### src/rtl/rv_pkg.sv
// Shared RISC-V core definitions: datapath width, canonical NOP and the
// instruction-fetch controller state type.
package rv_pkg;

  localparam int unsigned XLEN = 32;

  // addi x0, x0, 0
  localparam logic [XLEN-1:0] RV_NOP = 32'h0000_0013;

  typedef enum logic [2:0] {
    S_IDLE = 3'd0,
    S_REQ  = 3'd1,
    S_WAIT = 3'd2,
    S_HOLD = 3'd3,
    S_DROP = 3'd4
  } ifetch_state_t;

endpackage : rv_pkg

### src/rtl/ifetch_ctrl.sv
// Instruction-fetch controller: fetches the word at pc_in over a req/gnt/rvalid
// port, presents it to decode with valid/ready and drives the PC register's CE.
module ifetch_ctrl
  import rv_pkg::*;
#(
  parameter logic [XLEN-1:0] RESET_INST = RV_NOP
) (
  input  logic            clk,
  input  logic            rst,
  input  logic [XLEN-1:0] pc_in,
  output logic            pc_ce,
  input  logic            flush,
  output logic            imem_req,
  output logic [XLEN-1:0] imem_addr,
  input  logic            imem_gnt,
  input  logic            imem_rvalid,
  input  logic [XLEN-1:0] imem_rdata,
  output logic            inst_valid,
  input  logic            inst_ready,
  output logic [XLEN-1:0] inst,
  output logic [XLEN-1:0] inst_pc,
  output logic            inst_fault
);

  ifetch_state_t   state_q;
  logic [XLEN-1:0] inst_q;
  logic [XLEN-1:0] inst_pc_q;
  logic            inst_fault_q;
  logic            misaligned;
  logic            fire;

  // Handshake and PC-enable decode; flush takes priority over a fire.
  assign misaligned = |pc_in[1:0];
  assign inst_valid = (state_q == S_HOLD);
  assign fire       = inst_valid & inst_ready & ~flush;
  assign pc_ce      = fire | flush;
  assign imem_req   = (state_q == S_REQ) & ~misaligned;
  assign imem_addr  = imem_req ? pc_in : '0;

  assign inst       = inst_q;
  assign inst_pc    = inst_pc_q;
  assign inst_fault = inst_fault_q;

  always_ff @(posedge clk) begin
    if (!rst) begin
      state_q      <= S_IDLE;
      inst_q       <= RESET_INST;
      inst_pc_q    <= '0;
      inst_fault_q <= 1'b0;
    end else begin
      unique case (state_q)
        S_IDLE: state_q <= S_REQ;

        // A misaligned PC under flush is stale; retry with the redirected PC.
        S_REQ: begin
          if (misaligned) begin
            if (!flush) begin
              inst_pc_q    <= pc_in;
              inst_q       <= RESET_INST;
              inst_fault_q <= 1'b1;
              state_q      <= S_HOLD;
            end
          end else if (imem_gnt) begin
            inst_pc_q <= pc_in;
            state_q   <= flush ? S_DROP : S_WAIT;
          end
        end

        S_WAIT: begin
          if (imem_rvalid) begin
            if (flush) begin
              inst_q  <= RESET_INST;
              state_q <= S_REQ;
            end else begin
              inst_q       <= imem_rdata;
              inst_fault_q <= 1'b0;
              state_q      <= S_HOLD;
            end
          end else if (flush) begin
            state_q <= S_DROP;
          end
        end

        S_HOLD: begin
          if (pc_ce) begin
            state_q <= S_REQ;
            if (flush) inst_q <= RESET_INST;
          end
        end

        // Exactly one response is still owed; swallow it.
        S_DROP: begin
          if (imem_rvalid) begin
            inst_q  <= RESET_INST;
            state_q <= S_REQ;
          end
        end

        default: state_q <= S_IDLE;
      endcase
    end
  end

endmodule : ifetch_ctrl

### config.mk
export PLATFORM = sky130hd
export DESIGN_NAME = ifetch_ctrl
export DESIGN_NICKNAME = d
export VERILOG_FILES = /design/src/rtl/rv_pkg.sv /design/src/rtl/ifetch_ctrl.sv
export SDC_FILE = /design/constraint.sdc
export NUM_CORES = 1
export LEC_CHECK = 0
export ABC_AREA = 1
export BUFFER_PORTS_ARGS = -buffer_cell sky130_fd_sc_hd__buf_2
export CORE_UTILIZATION = 45
export DETAILED_ROUTE_END_ITERATION = 12
export PLACE_DENSITY = 0.85
export REMOVE_ABC_BUFFERS = 1
export SKIP_LAST_GASP = 1
export SLEW_MARGIN = 0
export SYNTH_ARGS = -nofsm -noshare
export SYNTH_HDL_FRONTEND = slang
export SYNTH_SLANG_ARGS = --single-unit
### constraint.sdc
create_clock -name clk -period 1.55 [get_ports clk]
set_input_delay 0 -clock clk [delete_from_list [all_inputs] [get_ports clk]]
set_output_delay 0 -clock clk [all_outputs]
set_load 0.005 [all_outputs]
==> run_results.csv, run 1 <==
group,metric,value,unit
detailed_routing,vias,4013,
worst_setup_path,worst-setup-path-type,"register to primary output",
synthesis,synth-async-reset-ratio,0,%
worst_setup_path,cp-start-kind,"register",
clock_network,cts_buffers,9,
synthesis,ys_seq_area_share,41.6,%
clock_network,cts_tree,"yes",
sta,min_period,1.51,ns
worst_setup_path,crit_family,"simple AND/OR/NAND/NOR gates",
hold_path,hp-class,"input port to register",
clock_network,root_buffer,"clkbuf_8",
worst_setup_path,end_kind,"primary output",
sta,fin_ws,0.0380,ns
cells_and_area,num_antenna_cells,0,
die,initial_core_util,47.4,%
place,placed_cells_incl_taps,739,
pwr,power,8.14,mW
worst_setup_path,cp_data_arrival_time,1.51,ns
sta,finalSetupTns,0,ns
detailed_routing,dr.first_iter.drc_count,182,
sta,maxSlewViolCount,0,
cells_and_area,multiInputGateArea,1570,um^2
clock_network,cts_sinks,68,
synthesis,synth_compound_area_share,10.9,%
detailed_routing,drc_errors,0,
synthesis,synth_mux_area_share,0,%
pwr,peakVddDrop,0.922,mV
place,place_congestion,0.860,
place,hpwl,6550,um
pwr,p_leak,2.73,nW
sta,finClkSkew,0.00951,ns
sta,fmax,661,MHz
detailed_routing,routed_wl,11200,um
synthesis,ys_types,24,
global_routing,grtUsageTotal,28.0,%
place,dpl_cell_area,4220,um^2
pwr,switchingPower,3.44,mW
worst_setup_path,worst_path_max_delay_cell,"dfxtp_4",
synthesis,synthAdderAreaFrac,0,%
sta,timing.final.hold_violations,0,
synthesis,synth_enable_flop_cells,0,
synthesis,yosysMostFrequentCell,"nor2_1",
cells_and_area,fin_cells,794,
cells_and_area,nets,765,
synthesis,synthCells,492,
pwr,pwr-share-clk,16.4,%
detailed_routing,drt-vias-per-instance,5.05,
synthesis,synth_top_family_by_area,"simple AND/OR/NAND/NOR gates",
global_routing,antenna_found_initial,0,
sta,finalSetupViolations,0,
global_routing,grt_pass1_vias,3795,
place,io_buffers,167,
synthesis,synth_top_flop_cell,"dfxtp_1",
clock_network,ctsHtreeMaxLevel,3,
die,rows,30,
synthesis,synth_area_leaders,"dfxtp_1, nor2_1, nand2_1, inv_1, a21oi_1",
detailed_routing,routedWlPerCell,14.0,um
sta,timing.hold.ws,0.0229,ns
pwr,p_comb_share,51.2,%
place,dp_slack,-0.0209,ns
clock_network,insertion_delay,0.33,ns
synthesis,synth-seq-cells,68,
detailed_routing,drt-pass1-iter-count,4,
worst_setup_path,critical_path.max_stage_delay,0.37,ns
sta,rsz0062_at_grt,"true",
pwr,power-per-cell-area,1660,nW/um^2
cells_and_area,fin_area,4910,um^2
die,num_io_pins,170,
die,core,6910,um^2
global_routing,overflow,0,
pwr,p_sw_share,42.3,%
synthesis,netlist.area_leader.share,41.6,%
worst_setup_path,cp_cell_sequence,"nor2_4 > nand3_4 > clkbuf_16 > nor2_1 > buf_2",
die,die_x,87.3,um
cells_and_area,post-route-util,71.1,%
synthesis,ys_top_cells_by_count,"nor2_1, nand2_1, dfxtp_1",
die,die-height,87.3,um
global_routing,grt_start_max_net_pins,69,
synthesis,synth_top_cell_by_area,"dfxtp_1",
pwr,internal_power,4.70,mW
clock_network,cts.clk_slew.worst_paths,0.08,ns
cells_and_area,fillCellCount,568,
synthesis,netlist_area,3270,um^2
synthesis,synth_xor_xnor_area_share,0,%
outcome,status,"complete, no violations",
worst_setup_path,cp_max_fo,15,
job,max_cap_violations,0,
worst_setup_path,worst-path-buf-inv,2,
detailed_routing,ant_nets,0,
synthesis,yosysWarningCount,0,
synthesis,synth.avg_cell_area,6.65,um^2
pwr,p_seq_share,32.4,%
synthesis,synthSimpleGateAreaFrac,35.5,%
clock_network,cts_buffer_depth,2,
worst_setup_path,cp.required,1.55,ns
global_routing,grt_pass1_wl,16600,um
cells_and_area,layout-drive-gt1-share,34.5,%
sta,finalCritPeriodShare,97.5,%
die,die_area,7610,um^2
cells_and_area,regArea,1370,um^2
cells_and_area,area_growth_syn_to_layout,50.2,%
==> worst reg2reg max path, stage by stage (launching register included) <==
cell and delay [ns]:
dfxtp_4 0.37, nor2_4 0.17, nand2_4 0.11, nor2_4 0.18
buf_12 0.19, o21ai_0 0.18, a21oi_1 0.20
==> sequential cells by signal, summed over array words and instances (netlist names) <==
signal and count:
inst 32, state_q 3, inst_fault 1, inst_pc 32
==> area by class of cell <==
class / count / share of cell area, %
multi-input combinational: 332 / 31.9
clock buffer: 12 / 3.36
inverter: 63 / 4.82
timing repair buffer: 221 / 29.4
clock inverter: 2 / 0.204
sequential: 68 / 27.8
tap: 96 / 2.45
==> repair_timing <==
item,in CTS,in global routing
hold buffers,34,1
pin swaps,1,2
endpoints found under the setup margin,51,76
gates cloned,1,3
hold endpoints to repair,35,1
resized for setup,2,12
buffers inserted,1,1
==> layout by cell type (no fill, tap or decap), drive strengths merged <==
master and n:
clkbuf 15, dfxtp 68, conb 2, nand2 92, inv 63, a21oi 34, nor3 2, nand3 14
clkinv 2, buf 183, nor2 124, or2 3, nand4 24, o21ai 37, dlygate4sd3 35
==> routing by layer <==
metal	vias to the layer above	global-route usage, %	wire (um)
met5	-	0	0
met4	0	17.0	521
met3	63	8.34	882
met2	208	48.1	5510
met1	1804	30.4	4240
li1	1938	-	-
==> power by group through the flow <==
stage	clock [mW]	combinational, mW	sequential, mW
after floorplan	0	2.23	2.65
after global placement	0	3.54	2.59
after detailed placement	0	3.68	2.60
after CTS	1.35	3.94	2.59
after global routing	1.45	4.67	2.69
final	1.33	4.17	2.63
==> final timing paths <==
check | startpoint | depth (start not counted) | slack, ns | to
min | imem_rdata[8] | 5 | 0.02 | inst[8]
min reg2reg | inst_fault | 2 | 0.48 | inst_fault
max reg2reg | state_q[1] | 6 | 0.07 | inst_pc[27]
max | state_q[1] | 5 | 0.04 | imem_addr[4]
==> logic make-up (layout without fill, tap and decap cells) <==
logic type	after synthesis	after routing
simple gates	258	259
buf+inv	94	298
compound gates	71	71
flops	68	68
other cells	1	2
(Power assumes the default switching activity.)
==> run 2: changes to the inputs <==
--- a/config.mk
+++ b/config.mk
@@ -7,9 +7,9 @@
 export LEC_CHECK = 0
 export ABC_AREA = 1
 export BUFFER_PORTS_ARGS = -buffer_cell sky130_fd_sc_hd__buf_2
-export CORE_UTILIZATION = 45
+export CORE_UTILIZATION = 42
 export DETAILED_ROUTE_END_ITERATION = 12
-export PLACE_DENSITY = 0.85
+export PLACE_DENSITY = 0.8
 export REMOVE_ABC_BUFFERS = 1
 export SKIP_LAST_GASP = 1
 export SLEW_MARGIN = 0
==> run 2 against run 1 <==
Sequential power hardly changed. Worst setup slack worse by 0.0033 ns. Global-route usage fell by 2.8 points. Critical endpoint is now imem_addr[30]. Register-to-register slack better by 0.02 ns. Maximum frequency fell by 0.22%. First-iteration DRC count fell by 3.3%. Total power is 0.28% lower. The run now ends with negative hold slack left. Core utilization fell by 5.2 points. Hold slack worse by 0.086 ns.
==> run_results.csv, run 2 (same netlist as run 1, synthesis figures left out) <==
group,metric,value,unit
place,place_congestion,0.862,
die,core,7410,um^2
die,die_area,8140,um^2
global_routing,grt_use_met3,6.68,%
hold_path,min_path_cells,3,
cells_and_area,area_growth_syn_to_layout,49.3,%
cells_and_area,final_common_cell,"buf_2",
global_routing,grt_pass1_vias,3711,
worst_setup_path,cp.required,1.55,ns
worst_setup_path,crit_family,"simple AND/OR/NAND/NOR gates",
worst_setup_path,rr_worst_depth,7,
die,die-height,90.2,um
place,placed_cells_incl_taps,740,
global_routing,antenna_found_initial,0,
die,die_x,90.2,um
sta,finalSetupViolations,0,
global_routing,grtUsageTotal,25.2,%
worst_setup_path,worst-path-buf-inv,2,
outcome,failed_checks,"negative hold slack",
detailed_routing,drt-vias-per-instance,4.89,
die,initial_core_util,44.1,%
detailed_routing,routed_wl,10600,um
detailed_routing,ant_nets,0,
worst_setup_path,critical_path.max_stage_delay,0.37,ns
global_routing,overflow,0,
cells_and_area,multiInputGateArea,1580,um^2
worst_setup_path,end_kind,"primary output",
pwr,p_leak,2.71,nW
sta,min_period,1.52,ns
cells_and_area,layout-drive-gt1-share,34.3,%
place,dpl_cell_area,4200,um^2
cells_and_area,regArea,1370,um^2
sta,finClkSkew,0.0106,ns
clock_network,cts_tree,"yes",
job,max_cap_violations,0,
sta,timing.hold.ws,-0.0634,ns
clock_network,cts_buffer_depth,2,
clock_network,ctsHtreeMaxLevel,3,
clock_network,root_buffer,"clkbuf_8",
global_routing,use_met2,44.3,%
clock_network,hold_buffers,35,
worst_setup_path,cp-start-kind,"register",
global_routing,grt-busiest-layer,"met2",
pwr,power-per-cell-area,1660,nW/um^2
worst_setup_path,worst_path_max_delay_cell,"dfxtp_4",
place,hpwl,6190,um
cells_and_area,nets,763,
worst_setup_path,r2r_end,"inst[26]",
worst_setup_path,cp_max_fo,15,
detailed_routing,drc_errors,0,
worst_setup_path,reg2reg_from,"state_q[0]",
sta,rsz0062_at_grt,"true",
detailed_routing,vias,3889,
clock_network,cts_sinks,68,
outcome,status,"complete, but fails checks",
worst_setup_path,rrSetupSlack,0.09,ns
cells_and_area,fin_cells,796,
detailed_routing,drt-pass1-iter-count,5,
cells_and_area,num_antenna_cells,0,
place,io_buffers,167,
cells_and_area,fillCellCount,625,
sta,maxSlewViolCount,0,
sta,finalCritPeriodShare,97.8,%
clock_network,cts.clk_slew.worst_paths,0.07,ns
die,rows,31,
clock_network,insertion_delay,0.34,ns
global_routing,grt_pass1_wl,16600,um
cells_and_area,layout_common_cells,"buf_2, nor2_1, nand2_1",
global_routing,grt_start_max_net_pins,69,
hold_path,holdPathEnd,"inst_pc[0]",
worst_setup_path,worst-setup-path-type,"register to primary output",
clock_network,cts_buffers,9,
hold_path,min_from,"pc_in[0]",
worst_setup_path,cp_data_arrival_time,1.52,ns
sta,fmax,660,MHz
sta,fin_ws,0.0346,ns
detailed_routing,routedWlPerCell,13.3,um
pwr,peakVddDrop,0.870,mV
place,dp_slack,-0.0666,ns
hold_path,hp-class,"input port to register",
global_routing,grt.met1_usage,28.6,%
sta,timing.final.hold_violations,1,
die,num_io_pins,170,
worst_setup_path,cp_cell_sequence,"nor2_4 > nand3_4 > clkbuf_16 > nor2_1 > buf_2",
cells_and_area,fin_area,4880,um^2
detailed_routing,dr.first_iter.drc_count,176,
[run 2: worst max-delay path by stage]
stage,start,endpoint,depth (start not counted)
2_1_floorplan,state_q[2],inst_pc[10],5
6_report,state_q[1],imem_addr[30],5
4_1_cts,state_q[2],imem_addr[20],5
3_5_place_dp,state_q[2],inst[25],8
5_1_grt,state_q[1],imem_addr[2],5
3_3_place_gp,state_q[2],inst[15],7
[run 2: metrics by stage]
| stage | utilization (%) | power, mW | setup TNS (ns) |
|---|---|---|---|
| floorplan | - | 4.89 | -20.84 |
| CTS | 64.5 | 7.95 | -0.0697 |
| global placement | 56.7 | 6.09 | 0 |
| detailed placement | 56.7 | 6.24 | -0.694 |
| finish | 65.9 | 8.11 | 0 |
| global route | 65.9 | 8.78 | -0.0284 |
[run 2: routing by layer]
| metal | vias to the layer above | routed length, um |
|---|---|---|
| li1 | 1925 | - |
| met1 | 1736 | 4230 |
| met4 | 0 | 243 |
| met2 | 204 | 5270 |
| met5 | - | 0 |
| met3 | 24 | 847 |
[run 2: layout make-up]
cell class,instances,share of cell area [%]
multi-input combinational,333,32.2
timing repair buffer,218,28.5
clock buffer,10,2.82
tap,99,2.54
inverter,63,4.84
sequential,68,28.0
clock inverter,5,1.08
[run 2: where the power goes]
group	total [mW]	internal, mW	switching [mW]	leakage, nW
combinational	4.07	1.64	2.43	2.06
sequential	2.61	2.30	0.311	0.560
clock	1.43	0.770	0.662	0.0979
[run 2: worst register-to-register path, delay by kind of cell, from the launching register on]
family	cells	cell delay (ns)
DFF	1	0.35
buffers and inverters	1	0.16
and+or+nand+nor	6	0.86
[run 2: what timing repair did]
action,4_1_cts,5_1_grt
gates resized for setup,2,11
setup buffers,1,1
hold endpoints to repair,36,1
pin swaps,2,3
gates cloned,1,3
setup endpoints to repair,63,65
